<file path="src/rtl/mux41_rr_arb.sv">
// Purpose : round-robin arbiter/sequencer that owns the select of a shared 4:1 data mux.
// Latency : req seen at edge N -> gnt/sel after edge N; y/valid are combinational from gnt/sel and live d.
// Backpress: none; holding req keeps the grant, which is forced to rotate after HOLD_MAX cycles of contention.
//
// Ports:
//   clk    - rising-edge clock
//   rst_n  - asynchronous active-low reset
//   req[3:0] - per-requester request
//   d[3:0]   - per-requester data bit (mux data inputs)
//   gnt[3:0] - one-hot grant / decoder enables, zero when idle
//   sel[1:0] - binary index of the current owner (mux select)
//   y        - d[sel] while a grant is active, else 0
//   valid    - any grant active
//   lock     - only with MUX41_ARB_LOCK_EN: suppresses the forced rotation
//              while the owner keeps requesting
//
// Optional feature macro: MUX41_ARB_LOCK_EN (adds the lock input).

module mux41_rr_arb #(
    parameter int HOLD_MAX = 4
) (
    input  logic       clk,
    input  logic       rst_n,
    input  logic [3:0] req,
    input  logic [3:0] d,
`ifdef MUX41_ARB_LOCK_EN
    input  logic       lock,
`endif
    output logic [3:0] gnt,
    output logic [1:0] sel,
    output logic       y,
    output logic       valid
);

    localparam int HW = $clog2(HOLD_MAX + 1);
    localparam logic [HW-1:0] HOLD_SAT = HW'(HOLD_MAX);

    typedef enum logic {
        IDLE  = 1'b0,
        GRANT = 1'b1
    } state_t;

    state_t        state, state_nxt;
    logic [3:0]    gnt_nxt;
    logic [1:0]    sel_nxt;
    logic [1:0]    last, last_nxt;
    logic [HW-1:0] hold_cnt, hold_nxt;

    // Without the lock feature the rotation is never suppressed.
    logic lock_eff;
`ifdef MUX41_ARB_LOCK_EN
    assign lock_eff = lock;
`else
    assign lock_eff = 1'b0;
`endif

    // First requesting index scanning base+1, base+2, base+3, base (mod 4).
    // The 2-bit add wraps naturally, so k=4 lands back on base itself.
    function automatic logic [1:0] rr_pick(input logic [3:0] r, input logic [1:0] base);
        logic [1:0] idx;
        logic       found;
        rr_pick = base;
        found   = 1'b0;
        for (int k = 1; k <= 4; k++) begin
            idx = base + 2'(k);
            if (!found && r[idx]) begin
                rr_pick = idx;
                found   = 1'b1;
            end
        end
    endfunction

    // Owner's request and everybody else's; in GRANT gnt is the one-hot of sel.
    logic       own_req;
    logic [3:0] others;
    logic [1:0] win;
    logic [HW-1:0] hold_inc;

    assign own_req  = req[sel];
    assign others   = req & ~gnt;
    assign hold_inc = (hold_cnt == HOLD_SAT) ? hold_cnt : hold_cnt + HW'(1);

    always_comb begin
        state_nxt = state;
        gnt_nxt   = gnt;
        sel_nxt   = sel;
        last_nxt  = last;
        hold_nxt  = hold_cnt;
        win       = 2'b00;

        unique case (state)
            IDLE: begin
                if (|req) begin
                    win       = rr_pick(req, last);
                    gnt_nxt   = 4'(4'b0001 << win);
                    sel_nxt   = win;
                    last_nxt  = win;
                    hold_nxt  = HW'(1);
                    state_nxt = GRANT;
                end
            end
            GRANT: begin
                if (!own_req) begin
                    if (|others) begin
                        // Hand over in the same edge: no idle bubble.
                        win      = rr_pick(others, sel);
                        gnt_nxt  = 4'(4'b0001 << win);
                        sel_nxt  = win;
                        last_nxt = win;
                        hold_nxt = HW'(1);
                    end else begin
                        // sel and last keep the departing owner.
                        gnt_nxt   = 4'b0000;
                        state_nxt = IDLE;
                    end
                end else if (others == 4'b0000) begin
                    hold_nxt = hold_inc;
                end else if (hold_cnt == HOLD_SAT && !lock_eff) begin
                    // Hold time used up under contention: forced rotation.
                    win      = rr_pick(others, sel);
                    gnt_nxt  = 4'(4'b0001 << win);
                    sel_nxt  = win;
                    last_nxt = win;
                    hold_nxt = HW'(1);
                end else begin
                    hold_nxt = hold_inc;
                end
            end
            default: begin
                gnt_nxt   = 4'b0000;
                state_nxt = IDLE;
            end
        endcase
    end

    // last resets to 3 so requester 0 is first in the rotation.
    always_ff @(posedge clk or negedge rst_n) begin
        if (!rst_n) begin
            state    <= IDLE;
            gnt      <= 4'b0000;
            sel      <= 2'b00;
            last     <= 2'b11;
            hold_cnt <= '0;
        end else begin
            state    <= state_nxt;
            gnt      <= gnt_nxt;
            sel      <= sel_nxt;
            last     <= last_nxt;
            hold_cnt <= hold_nxt;
        end
    end

    // Datapath outputs are unregistered so the mux sees the grant directly.
    assign valid = |gnt;
    assign y     = valid & d[sel];

endmodule

</file>
<file path="config.mk">
export PLATFORM = sky130hd
export DESIGN_NAME = mux41_rr_arb
export DESIGN_NICKNAME = d
export VERILOG_FILES = /design/src/rtl/mux41_rr_arb.sv
export SDC_FILE = /design/constraint.sdc
export NUM_CORES = 1
export LEC_CHECK = 0
export CELL_PAD_IN_SITES_DETAIL_PLACEMENT = 1
export CELL_PAD_IN_SITES_GLOBAL_PLACEMENT = 1
export CORE_MARGIN = 5
export CORE_UTILIZATION = 39
export DETAILED_ROUTE_END_ITERATION = 8
export PLACE_DENSITY_LB_ADDON = 0.1
export SLEW_MARGIN = 20
export SYNTH_ARGS = -nofsm -noshare
export SYNTH_HDL_FRONTEND = slang
export SYNTH_SLANG_ARGS = --single-unit
</file>
<file path="constraint.sdc">
create_clock -name clk -period 2.05 [get_ports clk]
set_input_delay 0.41 -clock clk [delete_from_list [all_inputs] [get_ports clk]]
set_output_delay 0.41 -clock clk [all_outputs]
set_load 0.01 [all_outputs]
</file>
## Word level (Yosys, flattened, before mapping)

Cells that the tools add are included.
Widths: inputs -> output; s select.

| word-level totals | value |
|---|---|
| input bits | 10 |
| output and inout bits | 8 |
| flip-flop bits (word level) | 12 |
| word-level logic and storage cells | 155 |

| cells by class | value |
|---|---|
| order comparisons | 8 |
| reduce and logical (&&, ||, !) cells | 25 |
| shifts and indexed selects | 3 |
| bitwise operators | 4 |
| mux-type cells | 98 |
| add/subtract/negate cells | 7 |
| equality and inequality tests | 5 |

Operator list:

| kind | number |
|---|---|
| $mux 2 | 25 |
| $mux 1 | 48 |
| $lt 2x3->1 const B | 8 |
| $bmux 1 s2 | 10 |
| $mux 4 | 5 |
| $mux 3 | 6 |
| $reduce_or 4->1 | 3 |
| $shl 1x2->4 const A | 3 |
| $logic_and 1x1->1 | 9 |
| $logic_not 1->1 | 9 |
| $add 2x2->2 const B | 4 |
| $pmux 4 s2 | 1 |
| $pmux 3 s2 | 1 |
| $add 2x1->2 const B | 2 |
| $and 4x4->4 | 1 |
| $logic_not 4->1 | 1 |
| $not 4->4 | 1 |
| $pmux 2 s2 | 1 |
| $reduce_and 4->1 | 1 |
| $add 3x1->3 const B | 1 |
| $eq 3x3->1 const B | 1 |
| $ne 3x1->1 const B | 1 |
| $ne 3x2->1 const B | 1 |
| $ne 3x3->1 const B | 1 |
| other kinds (6) | 6 |

## Longest topological paths before layout

| depth | value |
|---|---|
| word-level depth | 35 |
| depth in mapped cells | 7 |

## Least setup slack after synthesis

No wires, ideal clock.

| timing | value |
|---|---|
| path kind | register to register |
| from | register sel[0] |
| to | register sel[1] |
| library setup time | 0.119 ns |
| path slack | 0.318 ns |
| required time | 1.931 ns |
| cell stages (with the launch flop) | 7 |
| buffers on the path | 1 |
| arrival | 1.614 ns |
| cells stage by stage | dfrtp_1 > buf_6 > mux4_2 > and2_4 > o22ai_4 > o211ai_2 > o21a_1 |

| on the way | value |
|---|---|
| word-level cells in the longest chain between the ends | 33 |
| elaborated cells on any way between the ends | 74 |

Ends and longest elaborated chain:

| item | RTL line | RTL |
|---|---|---|
| start, declared | 30 | `output logic [1:0] sel,` |
| start signal, assigned | 147 | `sel <= sel_nxt;` |
| $add 2x1->2 | 65 | `idx = base + 2'(k);` |
| $bmux 1 s2 | 66 | `if (!found && r[idx]) begin` |
| $mux 1 (implied by the code) | 66 |  |
| $mux 1 | 66 |  |
| $mux 1 | 118 | `end else if (hold_cnt == HOLD_SAT && !lock_eff) begin` |
| $mux 1 | 116 | `end else if (others == 4'b0000) begin` |
| $mux 1 | 103 | `if (!own_req) begin` |
| $mux 1 | 91 | `unique case (state)` |
| [17 not listed] | -- |  |
| $mux 2 | 118 |  |
| $mux 2 | 116 |  |
| $mux 2 | 103 |  |
| $mux 2 | 91 |  |
| $mux 2 | 118 |  |
| $mux 2 | 116 |  |
| $mux 2 | 103 |  |
| $pmux 2 s2 | 91 |  |

Several ways; a longest one is shown, not always the timed one. The select of a mux whose other input is x is not followed.
A chain may end at the register's enable or synchronous reset.

## Worst setup path after layout

| timing | value |
|---|---|
| from | input d[2] |
| to | output y |

| on the way | value |
|---|---|
| word-level cells in the longest chain between the ends | 3 |

Ends and longest elaborated chain:

| item | RTL line | RTL |
|---|---|---|
| start, declared | 25 | `input logic [3:0] d,` |
| $bmux 1 s2 | 155 | `assign y = valid & d[sel];` |
| $mux 1 (implied by the code) | 155 |  |
| $and 1x1->1 | 155 |  |
| end, declared | 31 | `output logic y,` |

No other way between the ends. The select of a mux whose other input is x is not followed.

==> flow_summary.yaml <==
critical_path:
  endpoint_kind: "primary output"
  worst-r2r-setup-slack_ps: 150
  r2r-end: "hold_cnt[2]"
  worst_setup_path_start_kind: "primary input"
  critical_path_peak_fanout: 1
  setup.worst_path.start: "d[2]"
  timing.critical_path.required_ps: 1640
  timing.critical_path.to: "y"
  r2r_start: "sel[0]"
  rr_worst_depth: 7
  timing.setup.critical_path_class: "primary input to primary output"
  crit_arrival_ps: 1570
floorplanning:
  core_area_um2: 2432
  ioPinCount: 18
  die_h_um: 60.15
  floorplan.initialDensity: 0.4033
  die_area_um2: 3618
  placement_rows: 18
  die_w_um: 60.15
grt:
  vias_in_the_first_global_route: 1058
  globalRouteOverflowTotal: 0
  grt_antenna_before_repair: 0
  grt_start_max_net_pins: 13
  grtUsageTotal: 0.1947
  grt_first_pass_wirelength_mm: 5.181
final_layout:
  n_antenna_cell: 0
  final_util: 0.5520
  finalNetCount: 159
  layout-drive-gt1-share: 0.2621
  layout_area_overhead_pct: 36.86
cts:
  clk-insertion-delay-late_ps: 280
  cts_buffers: 3
  holdBufCountCts: 0
  clk_root_buffer_cell: "sky130_fd_sc_hd__clkbuf_4"
  clock_sinks: 12
  clock_tree.buffer_depth: 2
  clk_transition_reported_paths_ps: 80
  htreeDepth: 1
  cts_tree: "built"
drt:
  avg_vias_per_cell: 5.589
  dr_total_vias: 978
  finalWirelength_mm: 2.995
  detail_route.wl_per_cell_um: 17.11
  ant_nets: 0
  detailed_route_drc_error_count: 0
  drt_pre_antenna_iters: 4
  drt_first_iter_violations: 24
timing:
  report.final.hold_viol_count: 0
  slew_headroom: 0.6179
  rsz0062_at_grt: "no"
  finalClockSkew_ps: 4.187
  tightestPinTransition_ps: 571.3
  finalSetupViolations: 0
  report.final.slew_viol_count: 0
  final_min_period_over_clock_period: 0.9663
  max_clock_freq_ghz: 0.5048
  time_the_worst_path_needs_with_i_o_delays_and_setup_ps: 1981
synthesis:
  synth.most_common_cell: "sky130_fd_sc_hd__nand2_1"
  post_synthesis_sequential_area_ratio: 0.3087
  async_flop_share: 1.000
  synth_commonest_cells: "sky130_fd_sc_hd__nand2_1, sky130_fd_sc_hd__dfrtp_1, sky130_fd_sc_hd__nand2b_1, sky130_fd_sc_hd__inv_1"
  mapped_cells: 107
  number_of_distinct_library_cell_variants_in_the_gate_level_netlist_after_synthesis: 42
  yosysTopAreaCellShare: 0.2551
  syn_avg_cell_area_um2: 9.168
  synth_enable_flop_cells: 0
  ys_dominant_reg_cell: "sky130_fd_sc_hd__dfrtp_1"
  synth.area.top_cells: "sky130_fd_sc_hd__dfrtp_1, sky130_fd_sc_hd__nand2_1, sky130_fd_sc_hd__dfstp_2"
  yosys_register_bits: 12
  synthesis.nets: 120
  post-synth-top-area-cell: "sky130_fd_sc_hd__dfrtp_1"
  synth.yosys.warnings: 0
  synth.cell_area_um2: 980.9
power:
  fin_total_pwr_w: 0.001885
  power_per_cell_area_nw_per_um2: 1404
  leakage_nw: 0.5981
  power.ir.vdd_worst_v: 0.0008005
placement:
  port-buffer-count: 17
  place.gp.congestion: 0.9042
  hpwl_after_detailed_placement_mm: 2.388
status:
  status: "complete, no violations"
hold_path:
  worstHoldPathType: "primary input to async pin"
job:
  cap_violations: 0
## state kept, by name, indices dropped and copies added (netlist names)
name,flops
gnt,4
hold_cnt,3
last,2
sel,2
state,1
## how the worst min path moves through the flow
stage / endpoint / from / cells past startpoint / slack (ps)
2_1_floorplan: gnt[0] / rst_n / 0 / 110
3_3_place_gp: hold_cnt[2] / hold_cnt[2] / 1 / 490
3_5_place_dp: last[0] / last[0] / 2 / 530
4_1_cts: state / rst_n / 1 / 500
5_1_grt: state / rst_n / 1 / 530
6_report: state / rst_n / 1 / 490
## report_power, final
group / internal, W / total (W) / switching [W]
registers: 0.000355 / 0.000457 / 0.000102
logic: 0.000630 / 0.00123 / 0.000604
clock network: 0.000108 / 0.000195 / 0.0000864
total: 0.00109 / 0.00189 / 0.000792
## final cells by class
cell class / count / area [um^2]
Sequential cell: 12 / 302.8
Clock buffer: 4 / 36.28
Multi-Input combinational cell: 84 / 618.1
Inverter: 7 / 26.28
Tap cell: 30 / 37.54
Timing Repair Buffer: 38 / 321.6
Fill cell: 303 / 1090
## kinds of logic (layout without fill, tap and decap cells)
kind of cell,Yosys count,count (layout),share of synthesized area
multiplexers,4,4,0.07016
AO/OA/AOI/OAI,29,29,0.2398
flip-flops,12,12,0.3087
AND/OR/NAND/NOR,48,48,0.2768
buffers and inverters,11,49,0.06632
adder cells (fa/ha/maj),3,3,0.03827
## metrics by stage
stage	instance area, um^2	TNS (ps)	worst slack, ps	cells	hold slack (ps)
6_report	1343	0	69.12	175	489.3
5_1_grt	1343	0	4.487	175	531.7
4_1_cts	1343	0	57.36	175	501.0
3_5_place_dp	1308	-2633	-305.8	171	527.3
3_3_place_gp	1308	-2270	-282.9	171	493.4
2_1_floorplan	980.9	0	317.6	107	114.4
## critical path, cell delays in order
cell	delay [ps]
sky130_fd_sc_hd__clkdlybuf4s50_1	420
sky130_fd_sc_hd__mux4_2	450
sky130_fd_sc_hd__and2_1	160
sky130_fd_sc_hd__buf_2	130
## layout by cell type, fill, tap and decap left out, drive strengths merged
cell / synthesis / final
o22ai: 3 / 3
a31oi: 2 / 2
nand3b: 1 / 1
nor4b: 1 / 1
nand3: 5 / 5
nor2: 3 / 3
nor2b: 4 / 4
nand2: 15 / 15
o22a: 1 / 1
a21oi: 2 / 2
and4: 2 / 2
inv: 7 / 7
mux2i: 2 / 2
or4: 1 / 1
and2: 2 / 2
o211ai: 2 / 2
and3: 2 / 2
dfrtp: 10 / 10
o21bai: 1 / 1
dfstp: 2 / 2
o221ai: 5 / 5
mux4: 2 / 2
buf: 4 / 22
o21ai: 5 / 5
o21a: 3 / 3
nand2b: 8 / 8
ha: 3 / 3
dlygate4sd2: 0 / 1
nor3b: 2 / 2
nor3: 1 / 1
or2: 1 / 1
clkbuf: 0 / 4
a22o: 1 / 1
a21o: 2 / 2
clkdlybuf4s50: 0 / 15
a41oi: 1 / 1
a41o: 1 / 1
## what timing repair did
action | in CTS | in global routing
hold endpoints to repair | 0 | 0
setup endpoints to repair | 5 | 0
gates resized for setup | 7 | 0
buffers inserted | 0 | 0
## metal layers
| metal | track usage | vias to the layer above | routed length [um] |
|---|---|---|---|
| li1 | - | 472 | - |
| met1 | 0.2301 | 478 | 1275 |
| met2 | 0.3472 | 21 | 1522 |
| met3 | 0.03024 | 7 | 137 |
| met4 | 0.07595 | 0 | 59 |
| met5 | 0 | - | 0 |
(Power assumes the default switching activity.)
